--- src/rtl/conv_bias_add_pkg.sv ---
// conv_bias_add_pkg: lane geometry and FSM encoding shared by the bias-add block.
// CHANNEL_OUT_NUM mirrors Channel_Out_Num from Para.v.
package conv_bias_add_pkg;
    localparam int CHANNEL_OUT_NUM = 4;
    localparam int LANE_W          = 32;
    localparam int VEC_W           = CHANNEL_OUT_NUM * LANE_W;
    typedef enum logic [1:0] {IDLE, FETCH, RUN, FLUSH} state_t;
endpackage

--- src/rtl/conv_bias_add_if.sv ---
// conv_bias_add_if: valid/ready vector stream of CHANNEL_OUT_NUM packed 32-bit lanes.
interface conv_bias_add_if
    import conv_bias_add_pkg::*;
#(
    parameter int W = VEC_W
) ();
    logic [W-1:0] data;
    logic         valid;
    logic         ready;
    modport master (output data, valid, input ready);
    modport slave  (input data, valid, output ready);
endinterface

--- src/rtl/conv_bias_add_lane.sv ---
// conv_bias_add_lane: combinational 32-bit signed accumulator + bias for one lane.
// With BIAS_SAT_EN defined the sum clamps to the signed 32-bit range, otherwise it wraps.
module conv_bias_add_lane
    import conv_bias_add_pkg::*;
(
    input  logic [LANE_W-1:0] acc_i,
    input  logic [LANE_W-1:0] bias_i,
    output logic [LANE_W-1:0] sum_o
);
    logic [LANE_W-1:0] raw;
    assign raw = acc_i + bias_i;
`ifdef BIAS_SAT_EN
    // Overflow only when both operands share a sign the sum has lost.
    logic ovf;
    assign ovf   = (acc_i[LANE_W-1] == bias_i[LANE_W-1]) && (raw[LANE_W-1] != acc_i[LANE_W-1]);
    assign sum_o = ovf ? {acc_i[LANE_W-1], {(LANE_W-1){~acc_i[LANE_W-1]}}} : raw;
`else
    assign sum_o = raw;
`endif
endmodule

--- src/rtl/conv_bias_add.sv ---
// conv_bias_add: fetches one bias vector per output-channel group and adds it lane-wise to the
// accumulator stream. Define BIAS_SAT_EN for saturating lanes; the default build wraps modulo 2^32.
module conv_bias_add
    import conv_bias_add_pkg::*;
#(
    parameter int ADDR_BITS   = 8,
    parameter int PIX_BITS    = 16,
    parameter int BIAS_RD_LAT = 2
) (
    input  logic                 clk,
    input  logic                 rst_n,
    input  logic                 start_i,
    input  logic [ADDR_BITS-2:0] cfg_group_num_i,
    input  logic [PIX_BITS-1:0]  cfg_pixel_num_i,
    output logic                 busy_o,
    output logic                 done_o,
    output logic [ADDR_BITS-1:0] bias_rd_addr_o,
    input  logic [VEC_W-1:0]     bias_rd_data_i,
    conv_bias_add_if.slave       s_if,
    conv_bias_add_if.master      m_if
);
    localparam int            GW       = ADDR_BITS - 1;
    localparam int            LW       = $clog2(BIAS_RD_LAT + 1);
    localparam logic [LW-1:0] LAT_LAST = LW'(BIAS_RD_LAT);

    state_t              state_q;
    logic [GW-1:0]       grp_num_q, grp_idx_q;
    logic [PIX_BITS-1:0] pix_num_q, pix_cnt_q;
    logic [LW-1:0]       lat_q;
    logic [VEC_W-1:0]    bias_q, m_data_q, sum_d;
    logic                m_valid_q, busy_q, done_q, in_hs, pix_last, grp_last;

    for (genvar i = 0; i < CHANNEL_OUT_NUM; i++) begin : g_lane
        conv_bias_add_lane u_lane (
            .acc_i  (s_if.data[i*LANE_W +: LANE_W]),
            .bias_i (bias_q[i*LANE_W +: LANE_W]),
            .sum_o  (sum_d[i*LANE_W +: LANE_W])
        );
    end

    assign s_if.ready     = (state_q == RUN) && (!m_valid_q || m_if.ready);
    assign in_hs          = s_if.valid && s_if.ready;
    assign pix_last       = pix_cnt_q == pix_num_q - PIX_BITS'(1);
    assign grp_last       = grp_idx_q == grp_num_q - GW'(1);
    assign m_if.data      = m_data_q;
    assign m_if.valid     = m_valid_q;
    assign busy_o         = busy_q;
    assign done_o         = done_q;
    assign bias_rd_addr_o = {1'b0, grp_idx_q};

    always_ff @(posedge clk or negedge rst_n) begin
        if (!rst_n) begin
            state_q   <= IDLE;
            grp_num_q <= '0;
            grp_idx_q <= '0;
            pix_num_q <= '0;
            pix_cnt_q <= '0;
            lat_q     <= '0;
            bias_q    <= '0;
            m_data_q  <= '0;
            m_valid_q <= 1'b0;
            busy_q    <= 1'b0;
            done_q    <= 1'b0;
        end else begin
            done_q <= 1'b0;
            if (m_if.ready) m_valid_q <= 1'b0;
            case (state_q)
                IDLE: if (start_i) begin
                    grp_num_q <= cfg_group_num_i;
                    pix_num_q <= cfg_pixel_num_i;
                    pix_cnt_q <= '0;
                    lat_q     <= '0;
                    busy_q    <= 1'b1;
                    // Empty layers skip the RAM entirely, leaving the address untouched.
                    if (cfg_group_num_i == '0 || cfg_pixel_num_i == '0) begin
                        state_q <= FLUSH;
                    end else begin
                        grp_idx_q <= '0;
                        state_q   <= FETCH;
                    end
                end
                FETCH: if (lat_q == LAT_LAST) begin
                    bias_q  <= bias_rd_data_i;
                    state_q <= RUN;
                end else begin
                    lat_q <= lat_q + LW'(1);
                end
                RUN: if (in_hs) begin
                    m_data_q  <= sum_d;
                    m_valid_q <= 1'b1;
                    pix_cnt_q <= pix_cnt_q + PIX_BITS'(1);
                    if (pix_last) begin
                        pix_cnt_q <= '0;
                        if (grp_last) begin
                            state_q <= FLUSH;
                        end else begin
                            grp_idx_q <= grp_idx_q + GW'(1);
                            lat_q     <= '0;
                            state_q   <= FETCH;
                        end
                    end
                end
                FLUSH: if (!m_valid_q || m_if.ready) begin
                    done_q  <= 1'b1;
                    busy_q  <= 1'b0;
                    state_q <= IDLE;
                end
                default: state_q <= IDLE;
            endcase
        end
    end
endmodule
--- src/flat_wrapper.sv ---
// flat-port wrapper written by rule: the top's interface ports become plain ports
module conv_bias_add_flat import conv_bias_add_pkg::*;
#(
    parameter int ADDR_BITS   = 8,
    parameter int PIX_BITS    = 16,
    parameter int BIAS_RD_LAT = 2
)
  (clk, rst_n, start_i, cfg_group_num_i, cfg_pixel_num_i, busy_o, done_o, bias_rd_addr_o, bias_rd_data_i, s_if_data, s_if_valid, s_if_ready, m_if_data, m_if_valid, m_if_ready);
  conv_bias_add_if s_if_i ();
  conv_bias_add_if m_if_i ();
  input  logic clk;
  input  logic rst_n;
  input  logic start_i;
  input  logic [ADDR_BITS-2:0] cfg_group_num_i;
  input  logic [PIX_BITS-1:0] cfg_pixel_num_i;
  output logic busy_o;
  output logic done_o;
  output logic [ADDR_BITS-1:0] bias_rd_addr_o;
  input  logic [VEC_W-1:0] bias_rd_data_i;
  input wire logic [$bits(s_if_i.data)-1:0] s_if_data;
  input wire logic [$bits(s_if_i.valid)-1:0] s_if_valid;
  output wire logic [$bits(s_if_i.ready)-1:0] s_if_ready;
  output wire logic [$bits(m_if_i.data)-1:0] m_if_data;
  output wire logic [$bits(m_if_i.valid)-1:0] m_if_valid;
  input wire logic [$bits(m_if_i.ready)-1:0] m_if_ready;
  assign s_if_i.data = s_if_data;
  assign s_if_i.valid = s_if_valid;
  assign s_if_ready = s_if_i.ready;
  assign m_if_data = m_if_i.data;
  assign m_if_valid = m_if_i.valid;
  assign m_if_i.ready = m_if_ready;
  conv_bias_add #(.ADDR_BITS(ADDR_BITS), .PIX_BITS(PIX_BITS), .BIAS_RD_LAT(BIAS_RD_LAT)) u_core (.clk(clk), .rst_n(rst_n), .start_i(start_i), .cfg_group_num_i(cfg_group_num_i), .cfg_pixel_num_i(cfg_pixel_num_i), .busy_o(busy_o), .done_o(done_o), .bias_rd_addr_o(bias_rd_addr_o), .bias_rd_data_i(bias_rd_data_i), .s_if(s_if_i), .m_if(m_if_i));
endmodule
--- config.mk ---
export PLATFORM = sky130hd
export DESIGN_NAME = conv_bias_add_flat
export DESIGN_NICKNAME = d
export VERILOG_FILES = /design/src/rtl/conv_bias_add_pkg.sv /design/src/rtl/conv_bias_add_if.sv /design/src/rtl/conv_bias_add_lane.sv /design/src/rtl/conv_bias_add.sv /design/src/flat_wrapper.sv
export SDC_FILE = /design/constraint.sdc
export NUM_CORES = 1
export LEC_CHECK = 0
export ABC_AREA = 1
export CAP_MARGIN = 5
export CORE_MARGIN = 8
export CORE_UTILIZATION = 47
export DETAILED_ROUTE_END_ITERATION = 16
export PLACE_DENSITY = 0.87
export SYNTH_ARGS = -nofsm -noshare
export SYNTH_HDL_FRONTEND = slang
export SYNTH_SLANG_ARGS = --single-unit
--- constraint.sdc ---
create_clock -name clk -period 2.2 [get_ports clk]
set_input_delay 0.44 -clock clk [delete_from_list [all_inputs] [get_ports clk]]
set_output_delay 0.44 -clock clk [all_outputs]
set_load 0.03 [all_outputs]
==> metrics.txt <==
post-synthesis xor/xnor area fraction=0.0390; DPL Wire Length=~60000 um; Vias=approximately 22000; met2 wire length=39100 um; first-pass GRT wire length=approximately 120000 um; io pins=~420; Yosys reg bits=309; hold_ws=between 0.3 and 0.4 ns; 1st-pass router iterations=8; number of nets in the layout=3788; Setup violations, final=27; initial antenna violation count=11; CTS buffer count=37; met1 wire length=31100 um; Post-Syn Area=20000 um^2; Final WS setup=-0.225 ns; Synth Net Count=2928; fin crit share=1.10; cell taking the most area after synthesis=dfrtp_1; Worst-path clk slew=0.06 ns; worst-skew pair later-pin latency=roughly 0.57 ns; P_leak=0.0146 uW; GRT Overall Usage=0.298; Sink Count=about 310; fraction of layout cells with a size suffix above 1=0.280; count of different cell masters after synthesis=47; Peak supply drop=0.857 mV; Max-Cap Viols=0; failing checks=setup timing; final wirelength=81800 um; die span in x=222 um; final setup TNS=-2.39 ns; Antenna Violating Nets Remaining=0; run status=finished, violations left; Data required, critical path=2.70 ns; element type at the critical path end=flop; sequential area share after synthesis=0.387; Clock Tree Buf Depth=3; total power draw=49100 uW; vias per cell=5.62; Crit Path Category=in -> reg; Hold Fails Final Rpt=0; initial core utilization=0.477; Max transition margin=0.481; simple logic cell fraction of the synthesized area=0.228; clock skew=about 0.023 ns; Power per Cell Area=1580 nW/um^2; Gate Count Post-Synth=about 2500; crit path DAT=a little under 3 ns; count leader, synth=nand2_1; TritonCTS clock tree=built; die height=222 um; Top FF cell, synth=dfrtp_1; post-synthesis adder-cell area fraction=0.0847; DIE AREA=49400 um^2; mux contribution to synthesized area=0.0698; Worst-Margin Slew=slightly below 0.8 ns; Port Buffers=422; H-tree Lvls=2; RSZ-0062 raised after global routing=yes; number of global-route vias before repair=22700; Top Layer Used=met5; Compound-Gate Fraction of Synth Area=0.130; largest net degree at the start of global routing=~80; GP Congestion=0.966; gr ovfl total=0; warnings from Yosys=0; fin. max-slew vios=0; CTS root buffer=clkbuf_16; EDFF count, synth=0; Worst Path Max Fanout=3; Core ar.=41900 um^2; wire per inst=20.8 um; Starting DRT DRC Count=1934; DRC viols=0; met3 wire length=6630 um; largest family of logic cells by synthesized area=simple AND/OR/NAND/NOR gates; top cells by area, synth=dfrtp_1 (39%), nand2_1 (11%), ha_1 (8.1%), mux2_2 (7.0%), o21ai_0 (5.1%); Post-synth ARST share=1.00; Tmin final=2.42 ns; Post-synth top cells=nand2_1 (606), dfrtp_1 (309), inv_1 (264); Layout area overhead=55.2%; Hold/Removal Path Class=in -> reg; fmax=between 400 and 500 MHz; Avg Cell Area, Syn=7.96 um^2; Synth top area share=0.387; Std-Cell Rows=between 70 and 80; CP startpoint kind=input pin
-- final cells by class --
cell class / instances / area (um^2)
tap: 539 / 674
clock inverter: 15 / 166
sequential: 309 / 7740
timing repair buffer: 871 / 7790
antenna: 5 / 12.5
multi-input combinational: 1885 / 12600
clock buffer: 52 / 1100
fill: 2878 / 10900
inverter: 267 / 1000
-- flip-flops by register name (all words and copies together) (netlist names) --
signal / count
u_core.lat_q: 2
u_core.pix_cnt_q: 16
u_core.busy_o: 1
u_core.bias_q: 128
u_core.grp_num_q: 7
u_core.state_q: 2
u_core.pix_num_q: 16
u_core.m_if.valid: 1
u_core.m_if.data: 128
u_core.grp_idx_q: 7
u_core.done_o: 1
-- repair_timing --
item                       4_1_cts  5_1_grt
gates resized for setup         57      317
pin swaps                        4       54
hold endpoints to repair        35        0
setup endpoints to repair       67      119
setup buffers                    4       22
hold buffers                     1        0
cloned                           1        1
-- critical path, cell delays in order --
cell	delay, ns
clkdlybuf4s50_1	0.63
ha_4	0.41
nand2_1	0.07
buf_4	0.15
nor2_2	0.14
inv_1	0.07
nor3_2	0.16
nand2_1	0.09
nand2_2	0.12
buf_4	0.12
nand3_1	0.07
nand2_1	0.11
nor2_1	0.04
nand3b_1	0.20
nand2_1	0.10
-- where the power goes --
| group | leakage [uW] | internal [uW] | total (uW) | switching [uW] |
|---|---|---|---|---|
| Clock | 0.000627 | 3870 | 6520 | 2650 |
| Combinational | 0.0102 | 14900 | 31900 | 17000 |
| Sequential | 0.00378 | 8280 | 10600 | 2330 |
| Total | 0.0146 | 27000 | 49100 | 22000 |
-- stage by stage --
stage,util,cells,instance area (um^2),setup slack [ns]
3_3_place_gp,0.667,3842,28000,-0.781
4_1_cts,0.703,3915,29500,-0.0176
6_report,0.740,3943,31000,-0.225
5_1_grt,0.740,3942,31000,-0.422
3_5_place_dp,0.667,3842,28000,-0.851
2_1_floorplan,-,2511,20000,0.00877
-- routing by layer --
layer / track usage / up-vias
met2: 0.509 / 1140
li1: - / 10100
met3: 0.0722 / 345
met5: 0 / -
met1: 0.345 / 10600
met4: 0.150 / 14
-- cells by family (layout without fill, tap and decap cells) --
group,Yosys count,in the layout
flip-flops,309,309
XOR/XNOR,89,89
other,1,6
adder cells (fa/ha/maj),133,133
AND/OR/NAND/NOR,1070,1072
multiplexers,124,124
AO/OA/AOI/OAI,466,466
buffers and inverters,319,1205
-- final timing paths --
check                                        endpoint  depth (start not counted)                 start  slack [ns]
worst max-delay path            u_core.m_if.data[123]                         15        s_if_data[105]       -0.22
worst min-delay path              u_core.m_if.data[0]                          4          s_if_data[0]        0.32
worst max register to register  u_core.m_if.data[119]                         12    u_core.bias_q[104]       -0.18
worst min register to register   u_core.m_if.data[59]                          2  u_core.m_if.data[59]        0.48
max in group asynchronous        u_core.m_if.data[52]                          3                 rst_n        1.02
min in group asynchronous          u_core.bias_q[119]                          2                 rst_n        0.38
-- placed cells by master, fill, tap and decap left out, drive strengths merged, types with 13 or more instances in the layout --
master | netlist | layout
nand4 | 34 | 34
buf | 25 | 450
mux2 | 124 | 124
o21ai | 204 | 204
nor2 | 198 | 199
ha | 129 | 129
clkdlybuf4s50 | 0 | 401
a21oi | 155 | 155
nand3 | 141 | 142
a21o | 25 | 25
nand3b | 17 | 17
dfrtp | 309 | 309
clkbuf | 27 | 52
inv | 267 | 268
o21a | 13 | 13
xor2 | 39 | 39
xnor2 | 50 | 50
or2 | 28 | 28
nand2 | 611 | 611
o21bai | 18 | 18
a31oi | 23 | 23
nor3 | 33 | 33
dlymetal6s2s | 0 | 13
No activity file was read; power rests on OpenSTA's default activity.
